--- config.mk ---
export PLATFORM = sky130hd
export DESIGN_NAME = seq_mag_compare
export DESIGN_NICKNAME = d
export VERILOG_FILES = /design/src/rtl/seq_mag_compare.sv
export SDC_FILE = /design/constraint.sdc
export NUM_CORES = 1
export LEC_CHECK = 0
export BUFFER_PORTS_ARGS = -buffer_cell sky130_fd_sc_hd__buf_2
export CAP_MARGIN = 10
export CORE_MARGIN = 2
export CORE_UTILIZATION = 35
export CTS_BUF_LIST = sky130_fd_sc_hd__clkbuf_8
export DETAILED_ROUTE_END_ITERATION = 6
export PLACE_DENSITY = 0.57
export SLEW_MARGIN = 40
export SYNTH_ARGS = -nofsm -noshare
export SYNTH_HDL_FRONTEND = slang
export SYNTH_SLANG_ARGS = --single-unit
--- constraint.sdc ---
create_clock -name clk -period 2.1 [get_ports clk]
set_input_delay 0.21 -clock clk [delete_from_list [all_inputs] [get_ports clk]]
set_output_delay 0.21 -clock clk [all_outputs]
set_load 0.01 [all_outputs]
--- src/rtl/seq_mag_compare.sv ---
// Multi-cycle magnitude comparator: scans both operands MSB-first, DIGIT bits per cycle,
// behind a start/ready handshake, and reports registered gt/eq/lt/gtet with a done pulse.
module seq_mag_compare #(
    parameter int WIDTH      = 8,
    parameter int DIGIT      = 2,
    parameter int EARLY_EXIT = 1
) (
    input  logic             clk,
    input  logic             rst,
    input  logic             start,
    input  logic             signed_mode,
    input  logic [WIDTH-1:0] a,
    input  logic [WIDTH-1:0] b,
    output logic             ready,
    output logic             done,
    output logic             a_gt_b,
    output logic             a_eq_b,
    output logic             a_lt_b,
    output logic             a_gtet_b
);

    localparam int NDIG = (WIDTH + DIGIT - 1) / DIGIT;
    localparam int PW   = NDIG * DIGIT;
    localparam int IW   = (NDIG > 1) ? $clog2(NDIG) : 1;

    typedef enum logic [1:0] {
        S_IDLE = 2'd0,
        S_SCAN = 2'd1,
        S_DONE = 2'd2
    } state_t;

    state_t           state_q, state_d;
    logic [WIDTH-1:0] a_q, a_d;
    logic [WIDTH-1:0] b_q, b_d;
    logic             smode_q, smode_d;
    logic [PW-1:0]    ap_q, ap_d;
    logic [PW-1:0]    bp_q, bp_d;
    logic [IW-1:0]    idx_q, idx_d;
    logic             primed_q, primed_d;
    logic             decided_q, decided_d;
    logic             dgt_q, dgt_d;
    logic             gt_q, gt_d;
    logic             eq_q, eq_d;
    logic             lt_q, lt_d;

    logic [PW-1:0]    a_ext, b_ext;
    logic [DIGIT-1:0] dig_a, dig_b;
    logic             dig_diff, dig_gt;
    logic             fin_dec, fin_gt;

    // Flipping the sign bit maps two's-complement order onto unsigned order.
    always_comb begin
        a_ext            = '0;
        b_ext            = '0;
        a_ext[WIDTH-1:0] = a_q;
        b_ext[WIDTH-1:0] = b_q;
        if (smode_q) begin
            a_ext[WIDTH-1] = ~a_q[WIDTH-1];
            b_ext[WIDTH-1] = ~b_q[WIDTH-1];
        end
    end

    // Working operands shift left each step, so the digit under test is always on top.
    assign dig_a    = ap_q[PW-1 -: DIGIT];
    assign dig_b    = bp_q[PW-1 -: DIGIT];
    assign dig_diff = (dig_a != dig_b);
    assign dig_gt   = (dig_a > dig_b);
    assign fin_dec  = decided_q | dig_diff;
    assign fin_gt   = decided_q ? dgt_q : dig_gt;

    always_comb begin
        state_d   = state_q;
        a_d       = a_q;
        b_d       = b_q;
        smode_d   = smode_q;
        ap_d      = ap_q;
        bp_d      = bp_q;
        idx_d     = idx_q;
        primed_d  = primed_q;
        decided_d = decided_q;
        dgt_d     = dgt_q;
        gt_d      = gt_q;
        eq_d      = eq_q;
        lt_d      = lt_q;

        case (state_q)
            S_IDLE: begin
                if (start) begin
                    a_d       = a;
                    b_d       = b;
                    smode_d   = signed_mode;
                    idx_d     = IW'(NDIG - 1);
                    primed_d  = 1'b0;
                    decided_d = 1'b0;
                    dgt_d     = 1'b0;
                    state_d   = S_SCAN;
                end
            end
            S_SCAN: begin
                if (!primed_q) begin
                    // First scan cycle loads the sign-adjusted, padded working copies.
                    ap_d     = a_ext;
                    bp_d     = b_ext;
                    primed_d = 1'b1;
                end else if ((EARLY_EXIT != 0) && dig_diff) begin
                    gt_d    = dig_gt;
                    lt_d    = ~dig_gt;
                    eq_d    = 1'b0;
                    state_d = S_DONE;
                end else if (idx_q == '0) begin
                    gt_d    = fin_dec & fin_gt;
                    lt_d    = fin_dec & ~fin_gt;
                    eq_d    = ~fin_dec;
                    state_d = S_DONE;
                end else begin
                    idx_d = idx_q - IW'(1);
                    ap_d  = ap_q << DIGIT;
                    bp_d  = bp_q << DIGIT;
                    if (dig_diff && !decided_q) begin
                        decided_d = 1'b1;
                        dgt_d     = dig_gt;
                    end
                end
            end
            S_DONE: begin
                primed_d = 1'b0;
                state_d  = S_IDLE;
            end
            default: begin
                state_d = S_IDLE;
            end
        endcase
    end

    always_ff @(posedge clk) begin
        if (rst) begin
            state_q   <= S_IDLE;
            a_q       <= '0;
            b_q       <= '0;
            smode_q   <= 1'b0;
            ap_q      <= '0;
            bp_q      <= '0;
            idx_q     <= '0;
            primed_q  <= 1'b0;
            decided_q <= 1'b0;
            dgt_q     <= 1'b0;
            gt_q      <= 1'b0;
            eq_q      <= 1'b0;
            lt_q      <= 1'b0;
        end else begin
            state_q   <= state_d;
            a_q       <= a_d;
            b_q       <= b_d;
            smode_q   <= smode_d;
            ap_q      <= ap_d;
            bp_q      <= bp_d;
            idx_q     <= idx_d;
            primed_q  <= primed_d;
            decided_q <= decided_d;
            dgt_q     <= dgt_d;
            gt_q      <= gt_d;
            eq_q      <= eq_d;
            lt_q      <= lt_d;
        end
    end

    assign ready    = (state_q == S_IDLE);
    assign done     = (state_q == S_DONE);
    assign a_gt_b   = gt_q;
    assign a_eq_b   = eq_q;
    assign a_lt_b   = lt_q;
    assign a_gtet_b = gt_q | eq_q;

endmodule

# Yosys cells after proc, flatten, opt, wreduce, memory -nomap -nowiden
# Index checks and enable logic that the tools add are counted.
# word_totals
reg_bits	43
wordCells	86
input_bits	20
# op_classes
add_sub_neg	1
mux	37
reduce_logical	14
n_lt_le_gt_ge	1
n_bitwise	9
n_eq_ne	11
# ops
op	count
8-bit two-way mux	6
1-bit two-way mux	18
2-bit two-way mux	8
2-bit != test, second input constant	7
3-bit AND reduction	3
2-bit one-hot mux with 2 select lines	2
6-bit AND reduction	1
1-bit NOT	5
5-bit AND reduction	1
2-bit zero test	2
1-bit one-hot mux with 2 select lines	2
2-bit AND reduction	2
2-bit nonzero test	2
3-bit != test, second input constant	1
1-bit one-hot mux with 3 select lines	1
3-bit nonzero test	1
1-bit bitwise AND	2
2-bit by 1-bit equality test with 1-bit output, second input constant	1
2-bit equality test, second input constant	1
2-bit greater-than comparator	1
2-bit != test	1
1-bit OR	2
2-bit by 1-bit subtractor with 2-bit output, second input constant	1
1-bit logical AND	1
1-bit zero test	1

# Longest topological paths before layout
# Gate-level depths: netlist of the first run.
# depth
depth_word	7
mapped_depth	8
mapped_depth_nobuf	6

# Worst setup path before layout of the first run
# OpenSTA, ideal clock, no wires.
# synth_path
path_type	reg-to-reg
from	reg bp_q[7]
to	reg ap_q[3]
slack_ps	549
path_stages_with_launch	8
period_less_slack_ps	1551
arrival_time_ps	1424
n_path_buf	1
t_required_ps	1972
path_cell_list	dfxtp_1 -> inv_1 -> ha_1 -> nand3b_2 -> a21o_1 -> buf_2 -> a222oi_1 -> nor2_1
# synth_between
elab_chain_cells	3
# synth_lines
element	line_no	source
from (decl)	37	logic [PW-1:0] bp_q, bp_d;
from (signal assigned)	156	bp_q <= bp_d;
2-bit != test	66	assign dig_diff = (dig_a != dig_b);
2-bit != test (no source line)	-	
3-bit AND reduction (no source line)	-	
to (signal assigned)	155	ap_q <= ap_d;
to (decl)	36	logic [PW-1:0] ap_q, ap_d;
# Every way passes these cells.
# A chain may end at the register's enable or synchronous reset.

# Final worst setup path of the first run
# layout_path
from	reg bp_q[7]
to	reg bp_q[7]
# layout_between
elab_chain_cells	3
# layout_lines
element	line_no
2-bit != test	66
2-bit != test (no source line)	-
3-bit AND reduction (no source line)	-
# Every way passes these cells.

==> results.py, run 1 <==
metrics = {
    "clock_network": {
        "cts_resized": 0,
        "tritoncts": "yes",
        "cts_buffers": 5,
        "root_buffer": "clkbuf_8",
        "clockBufferDepth": 2,
        "clk_pin_slew_ns": 0.08,
        "clock-sinks": 43,
        "post_cts_buffers": 0,
        "htree_levels": 2,
        "hold_buffers": 0,
        "clock_latency_ns": 0.29,
    },
    "pwr": {
        "power.density_mw_per_mm2": 853.6,
        "power.switching_mw": 0.4225,
        "internal_power_mw": 1.284,
        "power.total_mw": 1.707,
        "p_leak_nw": 0.7781,
        "p_seq_frac": 0.521,
        "combPwrFrac": 0.122,
        "ir_drop_v": 0.0004041,
        "p_sw_frac": 0.2475,
        "pwr-share-clk": 0.357,
    },
    "global_routing": {
        "overflow": 0,
        "grt_pass1_vias": 1239,
        "grt_first_pass_wirelength_um": 5609,
        "grt_antenna_before_repair": 0,
        "grt_max_degree": 27,
        "track_usage": 0.1355,
    },
    "floorplan": {
        "placementRows": 25,
        "core_area_mm2": 0.004723,
        "io_pins": 26,
        "die_w_um": 73.96,
        "dieHeight_um": 73.96,
        "dieArea_mm2": 0.005469,
        "initial_core_util": 0.3626,
    },
    "layout": {
        "layout-drive-gt1-share": 0.1850,
        "mostFrequentLayoutCells": "51 x nand2_1, 43 x dfxtp_1, 32 x a21oi_1",
        "fin_area_mm2": 0.001999,
        "final_common_cell": "nand2_1",
        "antennaDiodeCount": 0,
        "layout-area-overhead-vs-synth_pct": 16.73,
        "finalNetCount": 250,
        "instances_no_fill": 294,
    },
    "drt": {
        "via_per_inst": 4.724,
        "antenna_left": 0,
        "first_pass_iters": 4,
        "initialDrtViolationCount": 48,
        "wirelength_um": 3378,
        "via_count": 1389,
        "drcViolationCount": 0,
        "wl_per_cell_um": 11.49,
    },
    "timing": {
        "period_needed_ns": 1.832,
        "finalCritPeriodShare": 0.8724,
        "slew_viol_final": 0,
        "hold_viol_final": 0,
        "tightest_slew_ns": 0.6129,
        "setup_viol": 0,
        "fin_worst_skew_ns": 0.004486,
        "clock.fmax_ghz": 0.5458,
        "rsz0062_at_grt": "false",
        "hold_slack_ns": 0.1452,
        "relSlewSlack": 0.5904,
        "fin_tns_setup_ns": 0,
    },
    "placement": {
        "dp.final_hpwl_um": 2316,
        "dp.cells": 287,
        "place_congestion": 0.7103,
        "io_buffers": 25,
        "dpl_cell_area_mm2": 0.001894,
    },
    "setup_path": {
        "arrival_ns": 2.00,
        "crit_fanout": 17,
        "slowest_stage": "a21o_1",
        "max_stage_delay_ns": 0.53,
        "end_kind": "flop",
        "startpoint_type": "flop",
        "crit_chain": "inv_1 > ha_1 > nand3b_2 > a21o_1 > mux2i_1 > nor2_1",
        "crit_type": "flop to flop",
        "worstPathRequired_ns": 2.27,
        "worst-path-buf-inv": 1,
        "cp_top_family": "compound AO/OA/AOI/OAI gates",
    },
    "run_status": {
        "outcome": "finished, final reports clean",
    },
    "synthesis": {
        "syn_avg_cell_area_um2": 8.438,
        "yosysSeqAreaShare": 0.5026,
        "synth_cell_types": 31,
        "yosys_warnings": 0,
        "synth_seq_cells": 43,
        "syn_area_mm2": 0.001713,
        "syn-num-nets": 226,
        "syn_inst": 203,
    },
    "min_path": {
        "min_path_type": "input port to flop",
    },
    "run": {
        "drv_cap": 0,
    },
}
per-stage QoR:
| stage | utilization | setup slack (ns) |
|---|---|---|
| global placement | 0.4011 | 0.2780 |
| detailed placement | 0.4011 | 0.2808 |
| finish | 0.4233 | 0.2679 |
| CTS | 0.4228 | 0.2662 |
| global route | 0.4233 | 0.1396 |
| floorplan | - | 0.5489 |
synthesized netlist by cell type, drive strengths merged:
| cell | instances | area (µm²) |
|---|---|---|
| a22oi | 13 | 97.59 |
| a21o | 1 | 7.510 |
| nor3 | 3 | 20.02 |
| ha | 3 | 37.54 |
| a211oi | 1 | 7.510 |
| nand3b | 1 | 11.26 |
| a221oi | 1 | 8.760 |
| nor2 | 13 | 48.80 |
| a222oi | 1 | 10.01 |
| or2 | 1 | 6.260 |
| nand3 | 1 | 17.52 |
| nor3b | 3 | 22.52 |
| and2b | 1 | 8.760 |
| nand2b | 3 | 18.77 |
| clkbuf | 4 | 15.01 |
| o31ai | 1 | 7.510 |
| and2 | 1 | 6.260 |
| mux2i | 2 | 20.02 |
| nand2 | 51 | 191.4 |
| o21bai | 1 | 7.510 |
| a21oi | 32 | 160.2 |
| inv | 5 | 18.77 |
| o21ai | 2 | 10.01 |
| dfxtp | 43 | 860.8 |
| a31oi | 1 | 6.260 |
| nor2b | 1 | 6.260 |
| buf | 9 | 50.04 |
| or3 | 2 | 12.51 |
| xnor2 | 2 | 17.52 |
flip-flops by register name (all words and copies together) (netlist names):
signal / count
a_q: 8
ap_q: 8
b_q: 8
bp_q: 8
idx_q: 2
state_q: 2
a_eq_b: 1
a_gt_b: 1
a_lt_b: 1
decided_q: 1
dgt_q: 1
primed_q: 1
smode_q: 1
worst paths after layout:
| kind | startpoint | to | slack, ns | cells after the start |
|---|---|---|---|---|
| hold / removal | b[0] | b_q[0] | 0.15 | 3 |
| hold reg to reg | bp_q[2] | bp_q[2] | 0.45 | 2 |
| setup / recovery | bp_q[7] | bp_q[7] | 0.27 | 6 |
| setup reg to reg | bp_q[7] | bp_q[7] | 0.27 | 6 |
power groups by stage:
| stage | Sequential (mW) | Clock (mW) | Combinational, mW |
|---|---|---|---|
| finish | 0.890 | 0.609 | 0.208 |
| global route | 0.896 | 0.663 | 0.238 |
| detailed placement | 0.909 | 0 | 0.212 |
| global placement | 0.909 | 0 | 0.210 |
| floorplan | 0.897 | 0 | 0.165 |
| CTS | 0.890 | 0.632 | 0.213 |
metal layers:
metal / track usage / part of all wire / up-vias
met2: 0.2113 / 0.46 / 24
li1: - / - / 731
met5: 0 / 0 / -
met4: 0.04848 / 0.015 / 0
met1: 0.1762 / 0.48 / 628
met3: 0.04472 / 0.044 / 6
area by class of cell:
cell class | instances | area (µm²)
sequential | 43 | 860.8
tap | 67 | 83.83
timing repair buffer | 30 | 162.7
multi-input combinational | 142 | 770.7
fill | 497 | 2724
clock inverter | 2 | 33.78
inverter | 5 | 18.77
clock buffer | 5 | 68.82
logic make-up after synthesis:
family / Yosys count / synth area share
compound gates: 54 / 0.1885
flops: 43 / 0.5026
fa+ha+maj: 3 / 0.02192
simple gates: 81 / 0.2162
mux: 2 / 0.01169
buf+inv: 18 / 0.04893
xor+xnor: 2 / 0.01023
worst reg2reg max path, delay by kind of cell (launching register included):
family,cells,cell delay [ns]
compound gates,1,0.53
fa+ha+maj,1,0.32
buf+inv,1,0.04
flops,1,0.33
mux,1,0.26
simple gates,2,0.23
(Power assumes the default switching activity.)
==> inputs of run 2 (changes only) <==
--- a/config.mk
+++ b/config.mk
@@ -6,12 +6,11 @@
 export NUM_CORES = 1
 export LEC_CHECK = 0
 export BUFFER_PORTS_ARGS = -buffer_cell sky130_fd_sc_hd__buf_2
-export CAP_MARGIN = 10
 export CORE_MARGIN = 2
-export CORE_UTILIZATION = 35
+export CORE_UTILIZATION = 45
 export CTS_BUF_LIST = sky130_fd_sc_hd__clkbuf_8
 export DETAILED_ROUTE_END_ITERATION = 6
-export PLACE_DENSITY = 0.57
+export PLACE_DENSITY = 0.69
 export SLEW_MARGIN = 40
 export SYNTH_ARGS = -nofsm -noshare
 export SYNTH_HDL_FRONTEND = slang
==> results.py, run 2 (same netlist as run 1, synthesis figures left out) <==
metrics = {
    "setup_path": {
        "end_kind": "flop",
        "slowest_stage": "a21o_1",
        "startpoint_type": "flop",
        "max_stage_delay_ns": 0.53,
        "worstPathRequired_ns": 2.27,
        "crit_fanout": 17,
        "arrival_ns": 2.00,
        "crit_type": "flop to flop",
        "crit_chain": "inv_1 > ha_1 > nand3b_2 > a21o_1 > mux2i_1 > nor2_1",
    },
    "floorplan": {
        "die_w_um": 65.70,
        "io_pins": 26,
        "placementRows": 22,
        "initial_core_util": 0.4679,
        "dieHeight_um": 65.70,
        "core_area_mm2": 0.003661,
        "dieArea_mm2": 0.004316,
    },
    "timing": {
        "fin_tns_setup_ns": 0,
        "worst_slack_ns": 0.2680,
        "tightest_slew_ns": 0.6191,
        "slew_viol_final": 0,
        "setup_viol": 0,
        "fin_worst_skew_ns": 0.006426,
        "relSlewSlack": 0.5868,
        "period_needed_ns": 1.832,
        "finalCritPeriodShare": 0.8724,
        "hold_slack_ns": 0.1403,
        "clock.fmax_ghz": 0.5459,
        "hold_viol_final": 0,
        "rsz0062_at_grt": "false",
    },
    "drt": {
        "antenna_left": 0,
        "first_pass_iters": 4,
        "wl_per_cell_um": 11.65,
        "drcViolationCount": 0,
        "initialDrtViolationCount": 50,
        "via_per_inst": 4.989,
        "via_count": 1367,
        "wirelength_um": 3191,
    },
    "placement": {
        "pre_cts_ws_ns": 0.2770,
        "dpl_cell_area_mm2": 0.001858,
        "dp.cells": 266,
        "dp.final_hpwl_um": 2149,
        "place_congestion": 0.7341,
        "io_buffers": 25,
    },
    "clock_network": {
        "tritoncts": "yes",
        "clockBufferDepth": 2,
        "post_cts_buffers": 0,
        "clk_pin_slew_ns": 0.08,
        "root_buffer": "clkbuf_8",
        "htree_levels": 2,
        "cts_buffers": 5,
        "cts_resized": 0,
        "clock-sinks": 43,
        "clock_latency_ns": 0.30,
        "hold_buffers": 0,
    },
    "pwr": {
        "power.density_mw_per_mm2": 817.8,
        "power.total_mw": 1.586,
        "ir_drop_v": 0.0005207,
        "p_leak_nw": 0.7630,
    },
    "run_status": {
        "outcome": "finished, final reports clean",
    },
    "layout": {
        "finalNetCount": 248,
        "final_common_cell": "nand2_1",
        "fin_area_mm2": 0.001939,
        "mostFrequentLayoutCells": "51 x nand2_1, 43 x dfxtp_1, 32 x a21oi_1",
        "layout-drive-gt1-share": 0.1770,
        "layout-area-overhead-vs-synth_pct": 13.22,
        "fin_util": 0.5297,
        "instances_no_fill": 274,
        "antennaDiodeCount": 0,
    },
    "global_routing": {
        "overflow": 0,
        "grt_max_degree": 32,
        "grt_pass1_vias": 1278,
        "grt_antenna_before_repair": 0,
        "track_usage": 0.1712,
        "grt_first_pass_wirelength_um": 5582,
    },
    "run": {
        "drv_cap": 0,
    },
    "min_path": {
        "min_path_type": "input port to flop",
    },
}
-- run 2: routing by layer --
layer,track usage,part of all wire
met5,0,0
met4,0.09375,0.023
met3,0.04281,0.044
met2,0.2753,0.44
met1,0.2084,0.49
-- run 2: area by class of cell --
cell class	instances	area [µm²]
Inverter	5	18.77
Fill cell	371	1722
Tap cell	48	60.06
Timing Repair Buffer	28	147.6
Clock buffer	5	68.82
Clock inverter	3	12.51
Multi-Input combinational cell	142	770.7
Sequential cell	43	860.8
-- run 2: path summary, 6_finish.rpt --
kind	depth (start not counted)	end	from	slack [ns]
setup reg to reg	6	ap_q[7]	ap_q[6]	0.27
setup / recovery	6	ap_q[7]	ap_q[6]	0.27
hold / removal	3	a_q[3]	a[3]	0.14
hold reg to reg	2	a_gt_b	a_gt_b	0.46
-- run 2: worst max-delay path: cells and delay by family, from the launching register on --
kind | cells | cell delay (ns)
AO/OA/AOI/OAI | 1 | 0.53
adder cells (fa/ha/maj) | 1 | 0.33
buffers and inverters | 1 | 0.04
flip-flops | 1 | 0.33
multiplexers | 1 | 0.25
AND/OR/NAND/NOR | 2 | 0.22
-- run 2: power by group --
part / leakage [nW] / switching (mW) / total, mW / internal, mW
Sequential: 0.351 / 0.0303 / 0.889 / 0.859
Clock: 0.0505 / 0.268 / 0.491 / 0.223
Combinational: 0.362 / 0.126 / 0.206 / 0.0803
Total: 0.763 / 0.424 / 1.59 / 1.16
==> inputs of run 3 (changes only) <==
--- a/config.mk
+++ b/config.mk
@@ -10,7 +10,7 @@
 export CORE_UTILIZATION = 45
 export CTS_BUF_LIST = sky130_fd_sc_hd__clkbuf_8
 export DETAILED_ROUTE_END_ITERATION = 6
-export PLACE_DENSITY = 0.69
+export PLACE_DENSITY = 0.77
 export SLEW_MARGIN = 40
 export SYNTH_ARGS = -nofsm -noshare
 export SYNTH_HDL_FRONTEND = slang
==> results.py, run 3 (same netlist as run 1, synthesis figures left out) <==
metrics = {
    "run_status": {
        "outcome": "finished, final reports clean",
    },
    "global_routing": {
        "use_met3": 0.05993,
        "grt_pass1_vias": 1230,
        "gr-usage-met1": 0.2233,
        "met2_usage": 0.2626,
        "track_usage": 0.1696,
        "grt_most_used_layer": "met2",
        "grt_first_pass_wirelength_um": 5575,
        "overflow": 0,
        "grt_antenna_before_repair": 0,
        "grt_max_degree": 39,
    },
    "placement": {
        "dp.final_hpwl_um": 2191,
        "io_buffers": 25,
        "place_congestion": 0.7906,
        "pre_cts_ws_ns": 0.2760,
    },
    "setup_path": {
        "end_kind": "flop",
        "startpoint": "idx_q[0]",
        "startpoint_type": "flop",
        "worstPathRequired_ns": 2.26,
        "crit_fanout": 17,
        "arrival_ns": 1.99,
        "reg2reg_from": "idx_q[0]",
        "crit_type": "flop to flop",
    },
    "timing": {
        "clock.fmax_ghz": 0.5457,
        "tightest_slew_ns": 0.6437,
        "slew_viol_final": 0,
        "hold_viol_final": 0,
        "fin_tns_setup_ns": 0,
        "rsz0062_at_grt": "false",
        "finalCritPeriodShare": 0.8727,
        "worst_slack_ns": 0.2674,
        "setup_viol": 0,
        "hold_slack_ns": 0.1487,
        "relSlewSlack": 0.5709,
        "fin_worst_skew_ns": 0.005670,
        "period_needed_ns": 1.833,
    },
    "clock_network": {
        "hold_buffers": 0,
        "clk_pin_slew_ns": 0.08,
        "cts_buffers": 5,
        "htree_levels": 2,
        "post_cts_buffers": 0,
        "tritoncts": "yes",
        "clockBufferDepth": 2,
        "clock_latency_ns": 0.29,
        "cts_resized": 0,
        "clock-sinks": 43,
        "root_buffer": "clkbuf_8",
    },
    "drt": {
        "via_count": 1396,
        "initialDrtViolationCount": 50,
        "wl_per_cell_um": 11.60,
        "wirelength_um": 3179,
        "via_per_inst": 5.095,
        "first_pass_iters": 4,
        "antenna_left": 0,
        "drcViolationCount": 0,
    },
    "run": {
        "drv_cap": 0,
    },
    "pwr": {
        "power.density_mw_per_mm2": 814.0,
        "p_leak_nw": 0.7630,
        "ir_drop_v": 0.0005017,
    },
    "floorplan": {
        "dieHeight_um": 65.70,
        "die_w_um": 65.70,
        "dieArea_mm2": 0.004316,
        "initial_core_util": 0.4679,
        "core_area_mm2": 0.003661,
        "io_pins": 26,
        "placementRows": 22,
    },
    "layout": {
        "mostFrequentLayoutCells": "51 x nand2_1, 43 x dfxtp_1, 32 x a21oi_1",
        "fin_util": 0.5297,
        "final_common_cell": "nand2_1",
        "finalNetCount": 248,
        "layout-drive-gt1-share": 0.1770,
        "fillers": 367,
        "antennaDiodeCount": 0,
        "layout-area-overhead-vs-synth_pct": 13.22,
    },
    "min_path": {
        "min_path_type": "input port to flop",
        "hp-start": "b[2]",
    },
}
## run 3: critical path, cell delays in order (launching register included)
cell      delay, ns
dfxtp_1        0.33
inv_1          0.06
ha_1           0.20
nand3b_2       0.28
a21o_1         0.42
a222oi_1       0.34
nor2_1         0.07
## run 3: path summary, 6_finish.rpt
check	cells past startpoint	end	slack [ns]
worst max-delay path	6	ap_q[3]	0.27
worst min-delay path	3	b_q[2]	0.15
worst max register to register	6	ap_q[3]	0.27
worst min register to register	2	a_eq_b	0.46
## run 3: report_power, final
part / switching [mW] / total (mW) / internal, mW
Clock: 0.258 / 0.482 / 0.224
Combinational: 0.127 / 0.208 / 0.0807
Sequential: 0.0307 / 0.889 / 0.859
Total: 0.416 / 1.58 / 1.16
## run 3: final cells by class
| class | count | area (µm²) | share of cell area |
|---|---|---|---|
| clock buffers | 5 | 68.82 | 0.03548 |
| clock inverters | 3 | 12.51 | 0.006452 |
| inverters | 5 | 18.77 | 0.009677 |
| multi-input cells | 142 | 770.7 | 0.3974 |
| flip-flops and latches | 43 | 860.8 | 0.4439 |
| well taps | 48 | 60.06 | 0.03097 |
| repair buffers | 28 | 147.6 | 0.07613 |
## run 3: routing by layer
metal / share of wire / wire [µm]
met3: 0.054 / 173
met2: 0.46 / 1474
met5: 0 / 0
met4: 0.0035 / 11
met1: 0.48 / 1520
## run 3: metrics by stage
stage	instances	total power, mW	area, µm²
3_3_place_gp	266	1.111	1856
6_report	274	1.579	1939
3_5_place_dp	266	1.118	1858
2_1_floorplan	203	1.062	1713
4_1_cts	274	1.599	1939
5_1_grt	274	1.687	1939
